File: config.mk
export PLATFORM = sky130hd
export DESIGN_NAME = logo_delt_ctrl
export DESIGN_NICKNAME = d
export VERILOG_FILES = /design/src/rtl/logo_delt_ctrl.sv
export SDC_FILE = /design/constraint.sdc
export NUM_CORES = 1
export LEC_CHECK = 0
export CORE_UTILIZATION = 60
export CTS_BUF_LIST = sky130_fd_sc_hd__clkbuf_16
export DETAILED_ROUTE_END_ITERATION = 8
export PLACE_DENSITY = 0.88
export SETUP_SLACK_MARGIN = 0.5
export SYNTH_ARGS = -nofsm -noshare
export SYNTH_HDL_FRONTEND = slang
export SYNTH_SLANG_ARGS = --single-unit
File: constraint.sdc
create_clock -name clk -period 6.55 [get_ports clk]
set_input_delay 0.9825 -clock clk [delete_from_list [all_inputs] [get_ports clk]]
set_output_delay 0.9825 -clock clk [all_outputs]
set_load 0.05 [all_outputs]
File: src/rtl/logo_delt_ctrl.sv
// logo_delt_ctrl: frame-synchronous horizontal offset generator for the VGA
// logo layer. It counts vsync frame ticks and moves the 11-bit `delt` offset
// by STEP pixels every FRAME_DIV frames. Because `delt` only changes on a frame
// tick, every logo letter moves together.
//
// Build option: define LOGO_DELT_WRAP_EN to replace the ping-pong bounce with
// a modulo (DELT_MAX+1) wrap. In that build the LEFT state does not exist and
// `dir` is always 0. Without the macro the offset bounces between 0 and
// DELT_MAX.
//
// Handshake note: there is no valid/ready handshake here. `step_pulse` is a
// single-cycle strobe that is high in exactly the cycle `delt` holds a freshly
// stepped value, including steps that clamp to 0 or DELT_MAX.

module logo_delt_ctrl #(
  parameter int DELT_MAX  = 200,  // 1..2047
  parameter int STEP      = 2,    // 1..DELT_MAX
  parameter int FRAME_DIV = 2,    // 1..255
  parameter bit VSYNC_POL = 1'b0  // active level of vsync (0 = active-low)
) (
  input  logic        clk,
  input  logic        rst,
  input  logic        enble,
  input  logic        vsync,
  input  logic        pause,
  output logic [10:0] delt,
  output logic        dir,
  output logic        step_pulse
);

  // Constants sized to the datapath so that every comparison has matching widths.
  localparam logic       VS_ACT   = VSYNC_POL;
  localparam logic [10:0] MAX_N   = 11'(DELT_MAX);
  localparam logic [10:0] STEP_N  = 11'(STEP);
  localparam logic [7:0]  DIV_LAST = 8'(FRAME_DIV - 1);

`ifdef LOGO_DELT_WRAP_EN
  typedef enum logic [1:0] {
    HOME  = 2'd0,
    RIGHT = 2'd1
  } state_t;
`else
  typedef enum logic [1:0] {
    HOME  = 2'd0,
    RIGHT = 2'd1,
    LEFT  = 2'd2
  } state_t;
`endif

  state_t      state;
  state_t      nxt_state;
  logic        vs_q;
  logic [7:0]  fcnt;
  logic        tick;
  logic        moving;
  logic [11:0] sum;
  logic [10:0] nxt_delt;
  logic        nxt_dir;

  // A frame tick is only the inactive-to-active edge of vsync.
  assign tick = (vsync == VS_ACT) && (vs_q != VS_ACT);

  // Ticks are only counted once the block has left HOME.
  assign moving = (state != HOME);

  // The 12-bit sum keeps a carry, so an overflow past 2047 can never alias
  // to a small offset.
  assign sum = {1'b0, delt} + {1'b0, STEP_N};

  // Compute the position, direction and state that the next step would produce.
  always_comb begin
    nxt_delt  = delt;
    nxt_dir   = dir;
    nxt_state = state;
    case (state)
      RIGHT: begin
`ifdef LOGO_DELT_WRAP_EN
        nxt_dir = 1'b0;
        if (sum > {1'b0, MAX_N}) begin
          // The result is below DELT_MAX, so 11-bit modular arithmetic is exact.
          nxt_delt = delt + STEP_N - MAX_N - 11'd1;
        end else begin
          nxt_delt = sum[10:0];
        end
`else
        if (sum >= {1'b0, MAX_N}) begin
          nxt_delt  = MAX_N;
          nxt_dir   = 1'b1;
          nxt_state = LEFT;
        end else begin
          nxt_delt = sum[10:0];
        end
`endif
      end
`ifndef LOGO_DELT_WRAP_EN
      LEFT: begin
        if (delt <= STEP_N) begin
          nxt_delt  = 11'd0;
          nxt_dir   = 1'b0;
          nxt_state = RIGHT;
        end else begin
          nxt_delt = delt - STEP_N;
        end
      end
`endif
      default: begin
        nxt_delt  = delt;
        nxt_dir   = dir;
        nxt_state = state;
      end
    endcase
  end

  // Sample vsync for edge detection. The reset value is the active level, so
  // releasing reset while vsync is already active does not produce a tick.
  always_ff @(posedge clk) begin
    if (rst) begin
      vs_q <= VS_ACT;
    end else begin
      vs_q <= vsync;
    end
  end

  // Motion FSM with registered outputs. Reset beats enable, enable beats tick
  // and pause, and pause freezes the frame counter together with the position.
  always_ff @(posedge clk) begin
    if (rst) begin
      state      <= HOME;
      fcnt       <= 8'd0;
      delt       <= 11'd0;
      dir        <= 1'b0;
      step_pulse <= 1'b0;
    end else if (!enble) begin
      state      <= HOME;
      fcnt       <= 8'd0;
      delt       <= 11'd0;
      dir        <= 1'b0;
      step_pulse <= 1'b0;
    end else begin
      step_pulse <= 1'b0;
      case (state)
        HOME: begin
          // Leaving HOME never steps, even if a tick lands in this cycle.
          state <= RIGHT;
          fcnt  <= 8'd0;
          delt  <= 11'd0;
          dir   <= 1'b0;
        end
        default: begin
          if (moving && tick && !pause) begin
            if (fcnt == DIV_LAST) begin
              fcnt       <= 8'd0;
              delt       <= nxt_delt;
              dir        <= nxt_dir;
              state      <= nxt_state;
              step_pulse <= 1'b1;
            end else begin
              fcnt <= fcnt + 8'd1;
            end
          end
        end
      endcase
    end
  end

endmodule

* Word level (Yosys, flattened, before mapping)
Index checks and enable logic that the tools add are counted.
Widths: inputs -> output; s select.
** Storage, ports and cells
- Word-level logic and storage cells :: 52
- Flip-flop bits (word level) :: 24
- Output and inout bits :: 13
- Input bits :: 5
** Operators by class
- Bitwise operators :: 3
- Reduce and logical (&&, ||, !) cells :: 16
- Add/subtract/negate cells :: 3
- Magnitude comparators :: 2
- Equality and inequality tests :: 7
- Mux-type cells :: 14
** Operators by type and width (number)
- $mux 11 :: 2
- $pmux 11 s2 :: 1
- $add 11x2->12 const B :: 1
- $ge 12x8->1 const B :: 1
- $le 11x2->1 const B :: 1
- $sub 11x2->11 const B :: 1
- $reduce_and 5->1 :: 2
- $add 8x1->8 const B :: 1
- $eq 8x1->1 const B :: 1
- $mux 8 :: 1
- $reduce_bool 2->1 :: 4
- $mux 1 :: 6
- $ne 3x3->1 const B :: 2
- $mux 2 :: 2
- $ne 2x2->1 const B :: 2
- $pmux 2 s2 :: 1
- $reduce_or 4->1 :: 1
- $logic_and 1x1->1 :: 3
- $not 1->1 :: 3
- $reduce_and 3->1 :: 1
- $reduce_bool 3->1 :: 1
- $reduce_or 3->1 :: 1
- $eq 2x1->1 const B :: 1
- $eq 2x2->1 const B :: 1
- 4 further kinds :: 4

* Longest topological paths before layout
Gate-level depths: netlist of run 1.
- Depth in word-level cells :: 7
- Depth in mapped cells :: 10

* Least setup slack after synthesis of run 1
No wires, ideal clock.
- Path type :: register to register
- Start point :: register, netlist name dir
- End point :: register delt[8]
- Buffers on the path :: 0
- Arrival time :: 2601 ps
- Stages on the path, launching flop included :: 8
- Slack :: 3879 ps
- Data required time :: 6480 ps
- Cells stage by stage :: dfxtp_1 -> inv_1 -> ha_1 -> nor4b_4 -> nand4_4 -> or2_4 -> or4b_1 -> a21oi_1
** RTL lines
- end signal, assigned :: RTL line 153 : delt <= nxt_delt;
- end, declared :: RTL line 26 : output logic [10:0] delt,

* Worst setup path after layout of run 1
- Start point :: input vsync
- End point :: register delt[8]
** On the way
- Cells in the longest elaborated chain, start to end :: 5
** RTL lines
- start, declared :: RTL line 24 : input logic vsync,
- $not 1->1 :: RTL line 61 : assign tick = (vsync == VS_ACT) && (vs_q != VS_ACT);
- $logic_and 1x1->1 :: RTL line 61
- $logic_and 1x1->1 (2 in series) :: RTL line 150 : if (moving && tick && !pause) begin
- $reduce_and 3->1 (no source line)
Every way passes these cells.
A chain may end at the register's enable or synchronous reset.

==> impl_results.md, run 1 <==
* Clock Root Buffer: clkbuf_16
* Crit path max fanout at 9
* Hold buffers post-CTS at 0
* Initial antenna violation count at 0
* Die span in x at 53.0 µm
* 1st-iter DRT viols at 78
* Die height at 53.0 µm
* Post-DR vias/cell at 6.53
* Synth area leaders: dfxtp_1 28%, ha_1 7.2%, nor2_1 7.0%
* RSZ-0062 raised after global routing: false
* DRC Markers at 0
* Area grow syn2layout at 15.5%
* Clk slew on worst S/H paths at around 60 ps
* CTS H-tree lvls at 1
* Synth warnings at 0
* PnR worst setup slack at 3580 ps
* Largest net degree at the start of global routing at 14
* Design area at roughly 1800 µm²
* Nature of the critical path startpoint: input pin
* FFs w/ async S/R, synth at 0
* Antenna Cells at 0
* Bufs on Longest Clock Path at 2
* Synth top area share at 0.282
* HP Class: register to register
* Routed len/inst at 17.1 µm
* I/O pin count at 18
* Slew headroom at 0.471
* Critical path class: input pin to register
* Mapped Nets at approximately 210
* Power, Total at between 0.3 and 0.4 mW
* Worst-Skew Late Latency at 260 ps
* Max VDD drop at between 200 and 250 µV
* Core area at roughly 2500 µm²
* Cell taking the most area after synthesis: dfxtp_1
* CP required at roughly 6800 ps
* Post-CTS setup buffer count at 0
* Drt pass-1 iters at 4
* # clock sinks at 22
* Post-synth cell types at just over 50
* Measured slew at the worst slew-check pin at between 700 and 800 ps
* Final Core Density at 0.728
* ANT nets after route at 0
* Final setup violation count at 0
* HPWL Detailed at roughly 2800 µm
* Cell area after placement at 1700 µm²
* Share of layout cells above drive strength 1 at 0.0725
* Number of global-route vias before repair at 1389
* Final Critical Period at about 3000 ps
* CTS tree: built
* Fin crit share at 0.453
* Power Density at around 180 nW/µm²
* First-pass GRT wire length at 6290 µm
* CP endpoint kind: register
* Max cap viols at 0
* I/O Buffers at 16
* Fillers at between 200 and 250
* Yosys reg bits at 22
* Outcome: finished, final reports clean
* Sequential area share after synthesis at 0.282
* Die Area at 2810 µm²
* WP data arrival at 3170 ps
* Vias at approximately 1500
* Post-CTS Resized at 0
* Initial Util at 0.631
* FMAX at ~340 MHz
* Place WS at 3340 ps
* Top FF cell, synth: dfxtp_1
* Avg Cell Area, Syn at slightly below 8 µm²
* Nets at around 220
* Final WL at just over 4000 µm
* EDFF count, synth at 0
* Post-Synthesis Cells at 200
* GRT Total Usage at 0.316
* Synth Cell Area at ~1600 µm²
* TritonCTS Buffers at 3
* GRT overflow at 0
* GPL Wtd Cong at 0.967
* Final hold vios at 0
* LEAKAGE at roughly 0.62 nW
* Clock Skews at roughly 1.4 ps
* Row count at 18
* Slew Viols, Final at 0
* Setup_tns at 0 ps
logic make-up after synthesis:
| kind of cell | after synthesis | share of synthesized area |
|---|---|---|
| compound gates | 53 | 0.222 |
| flops | 22 | 0.282 |
| fa+ha+maj | 9 | 0.0721 |
| xor+xnor | 11 | 0.0616 |
| other cells | 1 | 0.00240 |
| simple gates | 82 | 0.299 |
| buf+inv | 22 | 0.0608 |
cells in the mapped netlist, drive strengths merged, types with 2 or more instances:
master  instances
nand2          14
o21ai          11
o211ai          2
or2             2
dfxtp          22
a21oi          18
buf             8
and2            2
or3             2
nand3           7
nor4b           2
nor3           10
nor2b           2
clkbuf          5
ha              9
o41ai           2
nand4           4
xor2            6
inv             9
a211oi          2
or4             2
a31oi           4
xnor2           5
o32ai           2
nor2           29
metrics by stage:
step           hold WS, ps  cells
2_1_floorplan          494    200
3_3_place_gp           527    233
3_5_place_dp           549    233
4_1_cts                555    237
5_1_grt                589    237
6_report               555    237
worst paths after layout:
| path | from | end | slack (ps) | cells after the start |
|---|---|---|---|---|
| worst min register to register | dir | dir | 550 | 2 |
| worst max-delay path | vsync | delt[8] | 3580 | 6 |
| worst min-delay path | dir | dir | 550 | 2 |
| worst max register to register | delt[5] | delt[1] | 4000 | 6 |
layer usage:
layer,wire [µm],share of wire,GRT usage
met1,1610,0.40,0.360
met2,2100,0.52,0.557
met3,235,0.058,0.0747
met4,106,0.026,0.127
met5,0,0,0
registers in the layout (all words and copies together) (netlist names):
register / flops
delt: 10
dir: 1
fcnt: 8
state: 1
step_pulse: 1
vs_q: 1
cell usage in the layout, fill, tap and decap left out, types with 9 or more instances in the layout:
cell type        synthesis  routed
clkdlybuf4s50_1          0      16
ha_1                     9       9
inv_1                    9       9
a21oi_1                 18      18
nor2_1                  29      29
o21ai_0                  9       9
nor3_1                   9       9
dfxtp_1                 22      22
nand2_1                 14      14
area by class of cell:
class | instances | area [µm²] | share of cell area
Clock buffer | 3 | 75.1 | 0.0416
Clock inverter | 1 | 30.0 | 0.0166
Inverter | 9 | 33.8 | 0.0187
Multi-Input combinational cell | 156 | 1030 | 0.569
Sequential cell | 22 | 440 | 0.244
Tap cell | 30 | 37.5 | 0.0208
Timing Repair Buffer | 16 | 160 | 0.0888
report_power, final:
group | switching (mW) | total [mW] | internal, mW
sequential | 0.000465 | 0.135 | 0.134
combinational | 0.00609 | 0.0107 | 0.00457
clock | 0.0542 | 0.176 | 0.122
total | 0.0608 | 0.321 | 0.261
critical path, stage by stage:
cell	delay, ps
clkdlybuf4s50_1	450
nor4b_4	590
nand4_4	220
or2_4	290
or4b_1	480
a21oi_1	140
(Power assumes the default switching activity.)
==> run 2, diff against run 1 <==
--- a/config.mk
+++ b/config.mk
@@ -5,10 +5,10 @@
 export SDC_FILE = /design/constraint.sdc
 export NUM_CORES = 1
 export LEC_CHECK = 0
-export CORE_UTILIZATION = 60
+export CORE_UTILIZATION = 55
 export CTS_BUF_LIST = sky130_fd_sc_hd__clkbuf_16
 export DETAILED_ROUTE_END_ITERATION = 8
-export PLACE_DENSITY = 0.88
+export PLACE_DENSITY = 0.81
 export SETUP_SLACK_MARGIN = 0.5
 export SYNTH_ARGS = -nofsm -noshare
 export SYNTH_HDL_FRONTEND = slang
==> constraint.sdc (replaced) <==
create_clock -name clk -period 2.84 [get_ports clk]
set_input_delay 0.426 -clock clk [delete_from_list [all_inputs] [get_ports clk]]
set_output_delay 0.426 -clock clk [all_outputs]
set_load 0.05 [all_outputs]
==> impl_results.md, run 2 (synthesis gave the netlist of run 1 again) <==
* Clk slew on worst S/H paths at roughly 60 ps
* Share of layout cells above drive strength 1 at 0.105
* Fin crit share at 0.802
* Slew Viols, Final at 0
* Final Critical Period at approximately 2300 ps
* GRT Total Usage at 0.255
* 1st-iter DRT viols at around 110
* RSZ-0062 raised after global routing: false
* Antenna Cells at 0
* ANT nets after route at 0
* GRT overflow at 0
* Nets at between 200 and 250
* Place WS at roughly 390 ps
* GPL Wtd Cong at about 0.83
* Final WL at ~3700 µm
* Setup_tns at 0 ps
* TritonCTS Buffers at 3
* First-pass GRT wire length at roughly 6400 µm
* Final hold vios at 0
* Area grow syn2layout at 15.8%
* Power Density at approximately 350 nW/µm²
* Routed len/inst at between 15 and 20 µm
* Largest net degree at the start of global routing at 14
* Crit path cell chain: nand2_1, or3_1, o311a_1, o21a_1, a311oi_1, nor2_1
* Post-CTS setup buffer count at 0
* Max VDD drop at 450 µV
* Number of global-route vias before repair at 1408
* Final setup violation count at 0
* Die span in x at 55.3 µm
* Largest regs: delt (10), fcnt (8)
* Max reg flops at 10
* R2R depth at 6
* Initial antenna violation count at 0
* Crit path buf inv count at 0
* Post-DR vias/cell at 6.34
* CP max stage cell: dfxtp_1
* Vias at 1516
* Clock Skews at 4.57 ps
* Fillers at 203
* Critical path's top delay family: compound AO/OA/AOI/OAI gates
* Slew headroom at 0.660
* I/O pin count at 18
* # clock sinks at 22
* CTS tree: built
* Critical path class: register to register
* Crit path max fanout at 13
* CP required at 2980 ps
* I/O Buffers at 16
* Hold Crit Start: delt[10]
* Max cap viols at 0
* Worst Hold Slack at between 500 and 600 ps
* CTS H-tree lvls at 1
* DRC Markers at 0
* Most common cell after layout, fill and taps aside: nor2_1
* Final Core Density at 0.699
* Nature of the critical path startpoint: register
* HP Class: register to register
* Row count at 18
* Reg with most FFs: delt
* Outcome: finished, final reports clean
* Crit. Startpoint: delt[4]
* HPWL Detailed at roughly 2600 µm
* Reg-to-Reg Start: delt[4]
* Hold buffers post-CTS at 0
* Crit path depth at 6
* Initial Util at 0.603
* Worst path max stage delay at 600 ps
* Die height at ~55 µm
* Measured slew at the worst slew-check pin at about 510 ps
* Bufs on Longest Clock Path at 2
* Commonest non-fill, non-tap cells in the layout: 29 x nor2_1, 18 x a21oi_1, 18 x dfxtp_1
* Hold depth at 2
* Drt pass-1 iters at 5
* PnR worst setup slack at 563 ps
* Core area at between 2000 and 3000 µm²
* WP data arrival at about 2400 ps
* LEAKAGE at between 0.6 and 0.7 nW
* Worst-Skew Late Latency at 260 ps
* Die Area at about 3100 µm²
* CP endpoint kind: register
* FMAX at around 440 MHz
* Clock Root Buffer: clkbuf_16
-- run 2: worst paths after layout --
kind / end / slack [ps]
min: delt[10] / 550
max reg2reg: delt[5] / 560
max: delt[5] / 560
min reg2reg: delt[10] / 550
-- run 2: metrics by stage --
stage	std cells	total power, mW	cell area, µm²
6_report	239	0.629	1810
5_1_grt	239	0.646	1810
4_1_cts	239	0.639	1800
3_5_place_dp	235	0.342	1720
3_3_place_gp	235	0.341	1720
2_1_floorplan	200	0.333	1570
-- run 2: metal layers --
| layer | share of wire | wire [µm] | up-vias | global-route usage |
|---|---|---|---|---|
| met5 | 0 | 0 | - | 0 |
| met1 | 0.44 | 1640 | 696 | 0.353 |
| li1 | - | - | 735 | - |
| met4 | 0.015 | 57 | 0 | 0.0714 |
| met3 | 0.073 | 271 | 9 | 0.0445 |
| met2 | 0.47 | 1750 | 76 | 0.408 |
-- run 2: repair_timing --
| action | 4_1_cts | 5_1_grt |
|---|---|---|
| resized for setup | 0 | 4 |
| hold endpoints to repair | 0 | 0 |
| setup endpoints to repair | 0 | 6 |
-- run 2: area by class of cell --
class | instances | area (µm²) | share of cell area
tap | 30 | 37.5 | 0.0207
clock inverter | 1 | 3.75 | 0.00207
clock buffer | 3 | 75.1 | 0.0415
multi-input combinational | 156 | 1030 | 0.570
sequential | 22 | 453 | 0.250
inverter | 9 | 33.8 | 0.0187
timing repair buffer | 18 | 175 | 0.0968
-- run 2: power by group --
group | total [mW] | internal (mW) | switching [mW]
Sequential | 0.309 | 0.307 | 0.00124
Combinational | 0.0254 | 0.0111 | 0.0143
Clock | 0.295 | 0.188 | 0.107
-- run 2: worst reg2reg max path: cells and delay by family (launching register included) --
family,cells,cell delay (ps)
AOI/OAI and AO/OA,3,910
DFF,1,600
and+or+nand+nor,3,660
==> run 3, diff against run 2 <==
==> constraint.sdc (replaced) <==
create_clock -name clk -period 2.3 [get_ports clk]
set_input_delay 0.345 -clock clk [delete_from_list [all_inputs] [get_ports clk]]
set_output_delay 0.345 -clock clk [all_outputs]
set_load 0.05 [all_outputs]
==> impl_results.md, run 3 <==
* Outcome: stopped before the end
* Failed at: 5_1_grt
* Error: [ERROR GRT-0232] Routing congestion too high. Check the congestion heatmap in the GUI.
* Post-Synthesis Cells at 200
* Synth Cell Area at between 1500 and 2000 µm²
* Top FF cell, synth: dfxtp_1
* Commonest cells post-synth: 29 x nor2_1, 22 x dfxtp_1, 18 x a21oi_1
* Synth area leaders: dfxtp_1 28%, ha_1 7.2%, nor2_1 7.0%
* Synth warnings at 0
* Die span in x at around 55 µm
* Sequential area share after synthesis at 0.282
* Synth top area share at 0.282
* Post-GRT worst EP: delt[8]$_SDFFE_PP0P_/D
* Cell area after placement at ~1800 µm²
* Bufs on Longest Clock Path at 2
* Yosys reg bits at 22
* FFs w/ async S/R, synth at 0
* I/O Buffers at 16
* Post-Synth Simple-Gate Area at 0.299
* Worst endpoint type: register input
* Avg Cell Area, Syn at 7.81 µm²
* Hold buffers post-CTS at 0
* Synth Area in XOR/XNOR at 0.0616
* GPL Wtd Cong at 0.943
* TritonCTS Buffers at 3
* EDFF count, synth at 0
* Mapped Nets at around 210
* Post-synth cell types at 51
* Clock Root Buffer: clkbuf_16
* Largest net degree at the start of global routing at 14
* Row count at 18
* GRT overflow at 25
* Post-synthesis mux area share at 0
* CTS H-tree lvls at 1
* Compound-gate portion of the synthesized area at 0.222
* Initial Util at 0.603
* I/O pin count at 18
* Cell taking the most area after synthesis: dfxtp_1
* GRT Total Usage at 0.611
* Largest family of logic cells by synthesized area: simple AND/OR/NAND/NOR gates
* # clock sinks at 22
* HPWL Detailed at approximately 3000 µm
* Die height at between 50 and 60 µm
* Post-Synth Adder-Cell Area at 0.0721
* Top-count cell post-synth: nor2_1
-- run 3: cell counts after synthesis --
No cell type changed its count.
-- run 3: cell families after synthesis --
family / after synthesis
and+or+nand+nor: 82
AOI/OAI and AO/OA: 53
buffers and inverters: 22
DFF: 22
xor gates and xnor gates: 11
adders and majority gates: 9
other: 1
-- run 3: timing repair --
action                                  in CTS
resized for setup                           54
pin swaps                                   21
endpoints found under the setup margin      30
setup buffers                               36
-- run 3: per-layer routing --
layer / global-route usage / overflow
met5: 0 / 0
met1: 0.635 / 0
met4: 0.661 / 13
met3: 0.276 / 0
met2: 0.864 / 12
-- run 3: per-stage QoR --
| stage | worst slack (ps) | cells | hold slack (ps) | util |
|---|---|---|---|---|
| CTS | 361 | 284 | 540 | 0.909 |
| floorplan | 36.8 | 200 | 417 | - |
| global placement | 102 | 244 | 507 | 0.702 |
| detailed placement | 55.4 | 244 | 523 | 0.702 |
==> run 4, diff against run 3 <==
==> config.mk (replaced) <==
export PLATFORM = sky130hd
export DESIGN_NAME = logo_delt_ctrl
export DESIGN_NICKNAME = d
export VERILOG_FILES = /design/src/rtl/logo_delt_ctrl.sv
export SDC_FILE = /design/constraint.sdc
export NUM_CORES = 1
export LEC_CHECK = 0
export CORE_UTILIZATION = 40
export DETAILED_ROUTE_END_ITERATION = 8
export PLACE_DENSITY_LB_ADDON = 0.15
export SYNTH_ARGS = -nofsm -noshare
export SYNTH_HDL_FRONTEND = slang
export SYNTH_SLANG_ARGS = --single-unit
==> impl_results.md, run 4 (synthesis gave the netlist of run 1 again) <==
* Outcome: finished, final reports clean
* Nature of the critical path startpoint: register
* Initial Util at 0.421
* Initial antenna violation count at 0
* First-pass GRT wire length at just under 7000 µm
* Worst Hold Slack at about 550 ps
* Non-filler cells, final at 270
* Slew Viols, Final at 0
* WP data arrival at between 2000 and 2500 ps
* Antenna Cells at 0
* Setup_tns at 0 ps
* Power Density at 405 nW/µm²
* Fin crit share at 0.937
* Nets at ~240
* FMAX at ~460 MHz
* Worst path max stage delay at approximately 470 ps
* Routed len/inst at ~15 µm
* ANT nets after route at 0
* Bufs on Longest Clock Path at 2
* HP Class: register to register
* Share of layout cells above drive strength 1 at 0.176
* CP required at between 2000 and 3000 ps
* Most common cell after layout, fill and taps aside: nor2_1
* Post-CTS Resized at 0
* # clock sinks at 22
* Core area at ~3700 µm²
* Area grow syn2layout at 23.9%
* CTS tree: built
* Post-DR vias/cell at about 5.8
* Largest regs: delt (10), fcnt (8)
* Clock Skews at between 3 and 4 ps
* Drt pass-1 iters at 5
* Clock Root Buffer: clkbuf_8
* Number of global-route vias before repair at roughly 1500
* Final Critical Period at 2160 ps
* Final WL at 4090 µm
* Vias at 1575
* 1st-iter DRT viols at 175
* Largest net degree at the start of global routing at 14
* Fillers at ~350
* Crit path cell chain: inv_1, ha_4, nor4b_4, nand4_4, or2_4, or4b_1, a21oi_1
* I/O pin count at 18
* DRC Markers at 0
* RSZ-0062 raised after global routing: false
* Placed cell count at 266
* GRT Total Usage at 0.206
* GRT overflow at 0
* GPL Wtd Cong at between 0.9 and 1
* Max cap viols at 0
* Reg with most FFs: delt
* Commonest non-fill, non-tap cells in the layout: 29 x nor2_1, 18 x a21oi_1, 17 x dfxtp_1
* Clk slew on worst S/H paths at about 90 ps
* Max reg flops at 10
* LEAKAGE at ~0.69 nW
* Crit path max fanout at 5
* Critical path class: register to register
* Die height at roughly 65 µm
* Final setup violation count at 0
* Hold buffers post-CTS at 0
* CP endpoint kind: register
* Row count at 22
* TritonCTS Buffers at 3
* Max VDD drop at between 300 and 400 µV
* Die Area at roughly 4200 µm²
* CP max stage cell: or4b_1
* Die span in x at around 65 µm
* Slew headroom at 0.666
* CTS H-tree lvls at 1
* Final hold vios at 0
* Worst-Skew Late Latency at roughly 270 ps
* Post-CTS setup buffer count at 0
* Measured slew at the worst slew-check pin at about 500 ps
* HPWL Detailed at about 3100 µm
* I/O Buffers at 16
run 4: area by class of cell:
cell class | count | area, µm² | share of cell area
clock buffer | 3 | 41.3 | 0.0213
inverter | 9 | 33.8 | 0.0175
timing repair buffer | 31 | 273 | 0.141
multi-input combinational | 156 | 1050 | 0.542
tap | 48 | 60.1 | 0.0310
sequential | 22 | 449 | 0.232
clock inverter | 1 | 30.0 | 0.0155
run 4: final timing paths:
path / startpoint / endpoint / slack, ps / depth (start not counted)
setup / recovery: state[0] / delt[8] / 140 / 7
hold / removal: dir / dir / 550 / 2
setup reg to reg: state[0] / delt[8] / 140 / 7
hold reg to reg: dir / dir / 550 / 2
run 4: routing by layer:
| layer | wire, µm | vias up | global-route usage |
|---|---|---|---|
| met5 | 0 | - | 0 |
| met4 | 57 | 0 | 0.0722 |
| met3 | 210 | 6 | 0.0299 |
| met2 | 1940 | 61 | 0.339 |
| met1 | 1890 | 749 | 0.273 |
| li1 | - | 759 | - |
run 4: where the power goes:
| part | switching, mW | internal, mW |
|---|---|---|
| clock network | 0.136 | 0.233 |
| registers | 0.00139 | 0.381 |
| logic | 0.0177 | 0.0153 |
| total | 0.155 | 0.629 |
run 4: worst max-delay path: cells and delay by family (launching register included):
family,cells,cell delay [ps]
flip-flops,1,390
AND/OR/NAND/NOR,4,1250
buffers and inverters,1,100
AO/OA/AOI/OAI,1,160
adder cells (fa/ha/maj),1,190
run 4: metrics by stage:
step	setup WS, ps	power (mW)	cell area (µm²)	util
floorplan	3.78	0.413	1580	-
global placement	57.5	0.424	1860	0.499
detailed placement	57.5	0.425	1860	0.499
CTS	60.3	0.789	1930	0.519
global route	34.0	0.806	1940	0.521
finish	144	0.785	1940	0.521
